## config.mk

```make
export PLATFORM = sky130hd
export DESIGN_NAME = divider
export DESIGN_NICKNAME = d
export VERILOG_FILES = /design/src/rtl/div_pkg.sv /design/src/rtl/div_step.sv /design/src/rtl/divider.sv
export SDC_FILE = /design/constraint.sdc
export NUM_CORES = 1
export LEC_CHECK = 0
export CAP_MARGIN = 40
export CORE_ASPECT_RATIO = 0.7
export CORE_UTILIZATION = 35
export DETAILED_ROUTE_END_ITERATION = 16
export HOLD_SLACK_MARGIN = 0.03
export SKIP_LAST_GASP = 1
export SLEW_MARGIN = 15
export SYNTH_ARGS = -nofsm -noshare
export SYNTH_HDL_FRONTEND = slang
export SYNTH_SLANG_ARGS = --single-unit
```

## constraint.sdc

```tcl
create_clock -name clk -period 5.8 [get_ports clk]
set_clock_uncertainty 0.15 [all_clocks]
set_input_delay 1.16 -clock clk [delete_from_list [all_inputs] [get_ports clk]]
set_output_delay 1.16 -clock clk [all_outputs]
set_load 0.01 [all_outputs]
```

## src/rtl/div_pkg.sv

```systemverilog
// Shared types and constants for the multicycle signed divider.
package div_pkg;

  localparam int unsigned DIV_BITS = 32;
  localparam int unsigned CNT_BITS = $clog2(DIV_BITS);

  typedef enum logic [1:0] {
    IDLE = 2'd0,
    CALC = 2'd1,
    FIX  = 2'd2,
    DONE = 2'd3
  } div_state_t;

  // Unsigned magnitude of a two's-complement value; |MIN| wraps back to MIN, which is
  // exactly the unsigned magnitude we need.
  function automatic logic [DIV_BITS-1:0] abs_val(input logic [DIV_BITS-1:0] v);
    return v[DIV_BITS-1] ? (~v + 1'b1) : v;
  endfunction

endpackage

```

## src/rtl/div_step.sv

```systemverilog
// One restoring shift-subtract iteration: shifts the next dividend bit into the partial
// remainder and produces one quotient bit.
module div_step
  import div_pkg::*;
#(
  parameter int unsigned W = DIV_BITS
) (
  input  logic [W:0]   rem,
  input  logic [W-1:0] q,
  input  logic [W-1:0] divisor,
  output logic [W:0]   rem_next,
  output logic [W-1:0] q_next
);

  logic [W:0] shifted;
  logic [W:0] diff;

  always_comb begin
    shifted = {rem[W-1:0], q[W-1]};
    diff    = shifted - {1'b0, divisor};
    if (shifted >= {1'b0, divisor}) begin
      rem_next = diff;
      q_next   = {q[W-2:0], 1'b1};
    end else begin
      rem_next = shifted;
      q_next   = {q[W-2:0], 1'b0};
    end
  end

endmodule

```

## src/rtl/divider.sv

```systemverilog
// Multicycle signed 32-bit divider: quotient on Div_Lo, remainder on Div_Hi, one quotient
// bit per cycle on magnitudes followed by a sign fix-up cycle.
module divider
  import div_pkg::*;
(
  input  logic                clk,
  input  logic                reset,
  input  logic                DivCtrl,
  input  logic [DIV_BITS-1:0] Dividend,
  input  logic [DIV_BITS-1:0] Divisor,
  output logic [DIV_BITS-1:0] Div_Hi,
  output logic [DIV_BITS-1:0] Div_Lo,
  output logic                divZero,
  output logic                busy,
  output logic                done
);

  div_state_t          state_q;
  logic [DIV_BITS:0]   rem_q;
  logic [DIV_BITS-1:0] quo_q;
  logic [DIV_BITS-1:0] dsr_q;
  logic [CNT_BITS-1:0] cnt_q;
  logic                sign_q_q;
  logic                sign_r_q;

  logic [DIV_BITS:0]   rem_next;
  logic [DIV_BITS-1:0] quo_next;

  div_step #(
    .W (DIV_BITS)
  ) u_step (
    .rem      (rem_q),
    .q        (quo_q),
    .divisor  (dsr_q),
    .rem_next (rem_next),
    .q_next   (quo_next)
  );

  always_ff @(posedge clk or posedge reset) begin
    if (reset) begin
      state_q  <= IDLE;
      rem_q    <= '0;
      quo_q    <= '0;
      dsr_q    <= '0;
      cnt_q    <= '0;
      sign_q_q <= 1'b0;
      sign_r_q <= 1'b0;
      Div_Hi   <= '0;
      Div_Lo   <= '0;
      divZero  <= 1'b0;
    end else begin
      divZero <= 1'b0;
      case (state_q)
        IDLE: begin
          if (DivCtrl) begin
            if (Divisor == '0) begin
              divZero <= 1'b1;
            end else begin
              quo_q    <= abs_val(Dividend);
              dsr_q    <= abs_val(Divisor);
              sign_q_q <= Dividend[DIV_BITS-1] ^ Divisor[DIV_BITS-1];
              sign_r_q <= Dividend[DIV_BITS-1];
              rem_q    <= '0;
              cnt_q    <= CNT_BITS'(DIV_BITS - 1);
              state_q  <= CALC;
            end
          end
        end
        CALC: begin
          rem_q <= rem_next;
          quo_q <= quo_next;
          if (cnt_q == '0) begin
            state_q <= FIX;
          end else begin
            cnt_q <= cnt_q - 1'b1;
          end
        end
        FIX: begin
          // Quotient truncates toward zero; remainder follows the dividend's sign.
          Div_Lo  <= sign_q_q ? -quo_q : quo_q;
          Div_Hi  <= sign_r_q ? -rem_q[DIV_BITS-1:0] : rem_q[DIV_BITS-1:0];
          state_q <= DONE;
        end
        DONE: begin
          state_q <= IDLE;
        end
        default: begin
          state_q <= IDLE;
        end
      endcase
    end
  end

  assign busy = (state_q != IDLE);
  assign done = (state_q == DONE);

endmodule

```

==> metrics.txt <==
status=complete, no violations; final RePlAce weighted congestion=between 0.9 and 1; Congestion Overflow GR=0; Max Freq=around 0.23 GHz; largest net degree at the start of global routing=133; DP Wirelength=about 23000 um; hold_sp=dsr_q[27]; die area=between 30000 and 40000 um^2; static leakage=5.72 nW; post-synthesis compound-gate area fraction=0.204; Crit path required time=about 6000 ps; Post-Synth XOR/XNOR Area=0.120; HP Class=reg -> reg; r2r setup slk=~1700 ps; total CTS buffers=17; critical path startpoint category=primary input; commonest cells after routing, fill and taps aside=dfrtp_1, a21oi_1, clkdlybuf4s50_1; Layout area overhead=21.4%; All-Layer GR Usage=0.188; core area=31200 um^2; post-synthesis simple-gate area fraction=0.166; Via density=5.19; Worst Setup End Kind=register; Antenna Nets Post-Route=0; Avg Cell Area, Syn=8.55 um^2; # diodes=0; RSZ-0062 raised after global routing=no; cells after synthesis=1302; final core utilization=0.433; Die Ht=151 um; setup violators final=0; Pre-Repair DR Iteration Count=5; Max-Cap Viols=0; Power per Cell Area=slightly above 600 nW/um^2; Clk Latency, worst-skew pair=440 ps; RR Startpoint=rem_q[19]; post-CTS sizing=0; # Post-CTS Setup Buffers=0; mapped cell area=between 10000 and 15000 um^2; asr flop ratio synth=1.00; Synth cell types=63; period utilization=0.736; Die W=approximately 220 um; CTS tree=done; clock tree sinks=170; synthesized flop and latch total=170; IR drop worst, VDD=0.000229 V; R2R Path End=rem_q[20]; fin. max-slew vios=0; Fin. Hold Viols=0; Clock Tree Buf Depth=2; initial antenna violation count=0; adder-cell share of the synthesized area=0.0490; WL final=roughly 30000 um; Clock Pin Slew Worst Setup and Hold Paths=~60 ps; Crit Path Max Fanout=71; number of H-tree levels=4; multiplexer share of the synthesized area=0.0330; ranking of synthesized cells by area=dfrtp_1, xor2_1, a21oi_1; initial cell density of the core=0.357; worst hold path endpoint=dsr_q[27]; PortBufs=approximately 130; TNS Setup=0 ps; largest area contributor in the netlist=dfrtp_1; Nets=roughly 1500; Main synth FF type=dfrtp_1; number of synthesized flops with an enable pin=0; vias after detailed routing=about 9500; DR iter-0 viols=just under 800; share of the yosys chip area belonging to registers=0.382; worst endpoint data arrival time=about 4500 ps; hold path depth=2; most common cell after layout, fill and taps aside=dfrtp_1; # rows=between 50 and 60; top cell type's share of synthesized area=0.382; vias in the first global route=8779; clk root buf=clkbuf_16; minimum clock period=~4300 ps; io pins=134; Setup CP Type=in -> reg; worst reg2reg path depth=11; Worst slew margin=0.431; first-pass GRT wire length=~48000 um; largest family of logic cells by synthesized area=compound AO/OA/AOI/OAI gates; slew at the pin closest to its max-slew limit=roughly 850 ps; cts hold-fix bufs=0; DRC viols=0; Synth Warn #=0; Routed wire per std cell=16.4 um; Synth Net Count=roughly 1400; layout cell share with drive strength beyond 1=0.0561
==> power by group <==
group,switching (W),leakage [nW],internal [W]
Sequential,0.000584,2.01,0.00176
Combinational,0.00266,3.41,0.00203
Clock,0.000506,0.294,0.000692
Total,0.00375,5.72,0.00448
==> synthesized netlist by cell type, types with 7 or more instances <==
library cell / instances
a21o_1: 9
a21oi_1: 134
a31oi_1: 8
a32oi_1: 9
buf_1: 7
buf_2: 8
clkbuf_1: 54
dfrtp_1: 170
ha_1: 42
inv_1: 58
mux2i_1: 30
nand2_1: 132
nand2b_1: 21
nand3_1: 13
nand4_1: 9
nor2_1: 121
nor2b_1: 7
nor3_1: 12
nor4_1: 11
o21a_1: 7
o21ai_0: 118
o21ai_1: 24
o31ai_1: 33
o41ai_1: 16
or3_1: 17
or4_1: 9
xnor2_1: 43
xor2_1: 109
==> registers in the layout (all words and copies together), names as in the netlist <==
| name | flops |
|---|---|
| quo_q | 32 |
| Div_Hi | 32 |
| dsr_q | 32 |
| cnt_q | 5 |
| sign_r_q | 1 |
| Div_Lo | 32 |
| state_q | 2 |
| divZero | 1 |
| rem_q | 32 |
| sign_q_q | 1 |
==> logic make-up (layout without fill, tap and decap cells) <==
group	Yosys count	in the layout
AOI/OAI and AO/OA	384	384
buffers and inverters	131	237
and+or+nand+nor	386	386
muxes	36	36
DFF	170	170
adders and majority gates	43	43
xor gates and xnor gates	152	152
==> cell type report <==
type | instances | area [um^2]
fillers | 3107 | 17700
multi-input cells | 1001 | 6390
flip-flops and latches | 170 | 4250
repair buffers | 147 | 1520
well taps | 420 | 526
clock buffers | 18 | 439
inverters | 59 | 225
clock inverters | 13 | 168
==> stage by stage <==
| stage | worst slack, ps | instance area (um^2) | power [W] | hold slack (ps) | cells |
|---|---|---|---|---|---|
| after global placement | 1030 | 12800 | 0.00691 | 314 | 1793 |
| after detailed placement | 1060 | 12900 | 0.00703 | 322 | 1797 |
| after global routing | 1250 | 13500 | 0.00895 | 372 | 1828 |
| after floorplan | 2010 | 11100 | 0.00548 | 299 | 1302 |
| final | 1530 | 13500 | 0.00823 | 329 | 1828 |
| after CTS | 1520 | 13500 | 0.00825 | 336 | 1828 |
==> critical path, cell delays in order <==
cell,delay [ps]
clkdlybuf4s50_1,450
or4_1,610
nand2b_1,240
nor4_1,360
nand3b_1,220
nand3_2,130
buf_4,500
o21ai_1,460
o211ai_1,210
o21a_1,140
==> how the worst max path moves through the flow <==
stage / startpoint / cells past startpoint / to / slack, ps
3_5_place_dp: Divisor[14] / 9 / quo_q[28] / 1060
2_1_floorplan: Dividend[16] / 9 / quo_q[27] / 2010
5_1_grt: Divisor[14] / 10 / quo_q[30] / 1250
3_3_place_gp: Divisor[14] / 8 / rem_q[23] / 1030
4_1_cts: Divisor[14] / 9 / quo_q[28] / 1520
6_report: Divisor[14] / 10 / quo_q[28] / 1530
==> routing by layer <==
layer,GRT usage,share of wire,vias up
met5,0,0,-
met4,0.0418,0.0072,0
met3,0.0376,0.053,18
met2,0.245,0.38,212
met1,0.304,0.55,4494
li1,-,-,4758
Note: power is estimated with default switching activity, not from simulation.
==> variant 1, RTL diff (same settings) <==
`DIV_BITS`: 32 -> 64.
--- a/src/rtl/div_pkg.sv
+++ b/src/rtl/div_pkg.sv
@@ -1,7 +1,7 @@
 // Shared types and constants for the multicycle signed divider.
 package div_pkg;
 
-  localparam int unsigned DIV_BITS = 32;
+  localparam int unsigned DIV_BITS = 64;
   localparam int unsigned CNT_BITS = $clog2(DIV_BITS);
 
   typedef enum logic [1:0] {
Interface: changed (resized Div_Hi, Div_Lo, Dividend and Divisor); port bits go from 134 to 262. No check against the original RTL was run, so the function may have changed too.
==> variant 1 against the original RTL <==
Final area grew 100%. Maximum frequency shrank 14%. Highest routed layer unchanged. Clock power grew 110%. Wire length grew 130%. Sequential share of layout area shrank 0.82 points. Area after synthesis grew 100%. Total power grew 110%. Sequential cell count grew 161. First-iteration DRC count grew 100%. Combinational power grew 120%. Setup slack lost 670 ps.
==> variant 1: results (changes against the original RTL) <==
stage;metric;value;unit;change
yosys;ys_types;71;;+13%
min_path;min_from;dsr_q[22];;
pwr;power.leakage;0.0114;uW;+100%
finish;layout-drive-gt1-share;0.0511;;-0.00503
clock_tree;clk_latency;570;ps;+130 ps
critical_path;timing.rr.start;quo_q[63];;
global_routing;grt_use_met3;0.0367;;-0.000818
critical_path;cp-startpoint;Divisor[12];;
outcome;status;completed;;
clock_tree;root_buffer;clkbuf_16;;
placed_design;gp_congestion;0.881;;-2.3%
clock_tree;cts_inserted_buffers;39;;+22
global_routing;grt_start_max_net_pins;136;;+2.3%
yosys;yosysSeqAreaShare;0.372;;-0.0100
sta;finalSetupViolCount;0;;unchanged
global_routing;antenna_found_initial;2;;+2
critical_path;arrival;5220;ps;+730 ps
placed_design;dpl.cell_count;3668;;+100%
yosys;syn-num-nets;2933;;+110%
clock_tree;htreeDepth;2;;-2
global_routing;use_met1;0.327;;+0.0232
clock_tree;path_clk_slew;60;ps;about the same
critical_path;slowest_delay;570;ps;-40 ps
sta;worst_pin_slew;880;ps;+28.9 ps
route;drtIter0Drc;1547;;+100%
pwr;swShare;0.474;;+0.0181
yosys;async_flop_share;1.00;;unchanged
critical_path;crit_fanout;6;;-92%
route;via_per_inst;5.44;;+4.9%
finish;fillers;6192;;+99%
clock_tree;clock_path_buffers;3;;+1
route;num_vias;20322;;+110%
pwr;ir_drop;0.308;mV;+34%
finish;post-route-util;0.435;;+0.00155
yosys;synth_common_cells;dfrtp_1, o21ai_0, nand2_1;;
yosys;synth_area_leaders;dfrtp_1, xor2_1, o21ai_0;;
placed_design;place_area;25700;sq um;+99%
global_routing;globalRouteMet2Util;0.320;;+0.0746
finish;num_antenna_cells;0;;unchanged
route;dr.pass1.iters;6;;+1
global_routing;grt_pass1_vias;19306;;+120%
finish;fin_nets;3096;;+110%
placed_design;port_buffers;261;;+96%
route;wl_per_cell;18.8;microns;+15%
global_routing;grt_usage;0.217;;+0.0290
placed_design;hpwlAfterDp;53000;microns;+130%
critical_path;cp_slowest_cell;or4_4;;
yosys;syn_avg_cell_area;8.16;sq um;-4.5%
yosys;synth_ff_type;dfrtp_1;;
global_routing;grt_pass1_wl;111000;microns;+130%
-- variant 1: layout make-up --
type                       count  share of cell area
clock buffer                  57              0.0427
clock inverter                11             0.00556
inverter                     105              0.0147
multi-input combinational   2117               0.480
sequential                   331               0.307
tap                          819              0.0379
timing repair buffer         296               0.113
-- variant 1: logic make-up (layout without fill, tap and decap cells) --
group,after synthesis,after routing,share of synthesized area
AO/OA/AOI/OAI,867,867,0.230
XOR/XNOR,306,306,0.120
adder cells (fa/ha/maj),75,75,0.0425
AND/OR/NAND/NOR,839,839,0.173
flip-flops,331,331,0.372
buffers and inverters,279,469,0.0474
multiplexers,30,30,0.0142
-- variant 1: final timing paths --
| check | depth (start not counted) | endpoint | slack, ps |
|---|---|---|---|
| max reg2reg | 15 | rem_q[60] | 890 |
| min | 2 | dsr_q[22] | 330 |
| min reg2reg | 2 | dsr_q[22] | 330 |
| min in group asynchronous | 2 | Div_Lo[58] | 880 |
| max in group asynchronous | 3 | Div_Lo[12] | 3410 |
| max | 13 | dsr_q[55] | 860 |
-- variant 1: layer usage --
layer / wire (microns) / part of all wire / vias to the layer above
li1: - / - / 9934
met1: 35200 / 0.50 / 9818
met2: 30200 / 0.43 / 502
met3: 3760 / 0.053 / 68
met4: 1120 / 0.016 / 0
met5: 0 / 0 / -
-- variant 1: power groups by stage --
stage | registers (uW) | clock network, uW | logic, uW
2_1_floorplan | 4400 | 0 | 6770
5_1_grt | 4830 | 2720 | 11300
6_report | 4680 | 2540 | 10100
3_5_place_dp | 4690 | 0 | 10100
3_3_place_gp | 4680 | 0 | 9920
4_1_cts | 4670 | 2630 | 10100
-- variant 1: per-stage QoR --
stage	power [uW]	setup slack [ps]
5_1_grt	18800	661
6_report	17400	856
3_5_place_dp	14800	305
3_3_place_gp	14600	300
2_1_floorplan	11200	69.3
4_1_cts	17400	884
-- variant 1: critical path, delay by kind of cell --
kind,cells,cell delay (ps)
and+or+nand+nor,8,2780
buffers and inverters,2,650
AOI/OAI and AO/OA,2,450
xor gates and xnor gates,1,170
==> variant 2, RTL diff (same flow settings) <==
Made on the original files. Encoding of `div_state_t`: now one-hot (4 bits for 4 states).
--- a/src/rtl/div_pkg.sv
+++ b/src/rtl/div_pkg.sv
@@ -4,11 +4,11 @@
   localparam int unsigned DIV_BITS = 32;
   localparam int unsigned CNT_BITS = $clog2(DIV_BITS);
 
-  typedef enum logic [1:0] {
-    IDLE = 2'd0,
-    CALC = 2'd1,
-    FIX  = 2'd2,
-    DONE = 2'd3
+  typedef enum logic [3:0] {
+    IDLE = 4'b0001,
+    CALC = 4'b0010,
+    FIX  = 4'b0100,
+    DONE = 4'b1000
   } div_state_t;
 
   // Unsigned magnitude of a two's-complement value; |MIN| wraps back to MIN, which is
Formal check against the unedited RTL: no difference found for any inputs over 10 cycles, from zero or initial values and one cycle with reset high; not proved beyond that.
==> variant 2 against the original RTL <==
Final area fell by 1.5%. Total power rose by 9.9%. Synthesized cell count fell by 4.4%. Wire length rose by 0.55%. Die area fell by 0.91%. Largest power group unchanged. Setup slack improved by 87 ps. Via count fell by 1.1%. Area after synthesis fell by 0.92%. Count of clock-buffer cells in the layout rose by 1. Combinational power rose by 19%. Sequential cell count rose by 2.
==> variant 2: results (changes against the original RTL) <==
stage;metric;value;unit;change
outcome;status;completed;;
yosys;ys_types;71;;+13%
finish;layout-drive-gt1-share;0.0647;;+0.00855
finish;fin_cells;1774;;-3.0%
global_routing;antenna_found_initial;1;;+1
route;dr_wl_met2;11000;microns;-4.8%
placed_design;hpwlAfterDp;22600;microns;about the same
critical_path;crit_fanout;45;;-37%
sta;period_share;0.721;;-0.0150
global_routing;use_met1;0.331;;+0.0268
yosys;synthCells;1245;;-4.4%
placed_design;place_area;12700;sq um;-1.3%
critical_path;slowest_delay;580;ps;-30 ps
route;wl_met3;1570;microns;-1.1%
yosys;yosysSeqAreaShare;0.390;;+0.00821
global_routing;grt_use_met3;0.0323;;-0.00523
critical_path;timing.rr.start;quo_q[31];;
route;num_vias;9374;;-1.1%
pwr;comb_power;5590;uW;+19%
pwr;pwr-share-comb;0.618;;+0.048
yosys;synth_area_leaders;dfrtp_1, xor2_1, o21ai_0;;
critical_path;cp-startpoint;Divisor[20];;
placed_design;pre_cts_slack;1170;ps;+109 ps
min_path;min_from;dsr_q[10];;
route;wl_met1;17400;microns;+4.5%
route;drtIter0Drc;908;;+17%
critical_path;cp-endpoint;rem_q[19];;
sta;maxSlewHeadroom;0.306;;-0.125
clock_tree;post_cts_resized;0;;unchanged
critical_path;r2r_end;rem_q[26];;
yosys;synth_common_cells;dfrtp_1, nand2_1, o21ai_0;;
yosys;syn-num-nets;1351;;-4.3%
yosys;synth_ff_type;dfrtp_1;;
placed_design;dpl.cell_count;1741;;-3.1%
pwr;p_int;4860;uW;+8.6%
pwr;power.leakage;0.00567;uW;-0.83%
global_routing;grt_pass1_wl;49000;microns;+1.3%
global_routing;grt_pass1_vias;8618;;-1.8%
critical_path;reg2regPathDepth;13;;+2
route;dr.pass1.iters;5;;unchanged
global_routing;grt_usage;0.193;;+0.00573
route;wl_per_cell;17.0;microns;+3.6%
clock_tree;clock_path_buffers;2;;unchanged
pwr;ir_drop;0.284;mV;+24%
global_routing;globalRouteMet2Util;0.237;;-0.00831
placed_design;gp_congestion;0.894;;-1.0%
pwr;pwr-share-seq;0.257;;-0.027
finish;fin_nets;1454;;-3.5%
clock_tree;clk_latency;440;ps;about the same
-- variant 2: cells by family after synthesis --
kind of cell,after synthesis,synth area share
flip-flops,172,0.390
XOR/XNOR,151,0.120
buffers and inverters,115,0.0455
AO/OA/AOI/OAI,374,0.213
AND/OR/NAND/NOR,369,0.163
multiplexers,25,0.0233
adder cells (fa/ha/maj),39,0.0449
-- variant 2: how the worst min path moves through the flow --
| stage | depth (start not counted) | to | slack [ps] |
|---|---|---|---|
| after CTS | 2 | dsr_q[10] | 340 |
| final | 2 | dsr_q[10] | 330 |
| after global placement | 2 | dsr_q[23] | 310 |
| after floorplan | 2 | dsr_q[10] | 300 |
| after detailed placement | 2 | dsr_q[10] | 320 |
| after global routing | 2 | dsr_q[10] | 350 |
-- variant 2: layout make-up --
cell class,instances,area [sq um]
Clock inverter,13,115
Sequential cell,172,4310
Timing Repair Buffer,150,1500
Inverter,49,188
Tap cell,412,515
Clock buffer,19,453
Multi-Input combinational cell,958,6240
Antenna cell,1,2.50
Fill cell,3015,17200
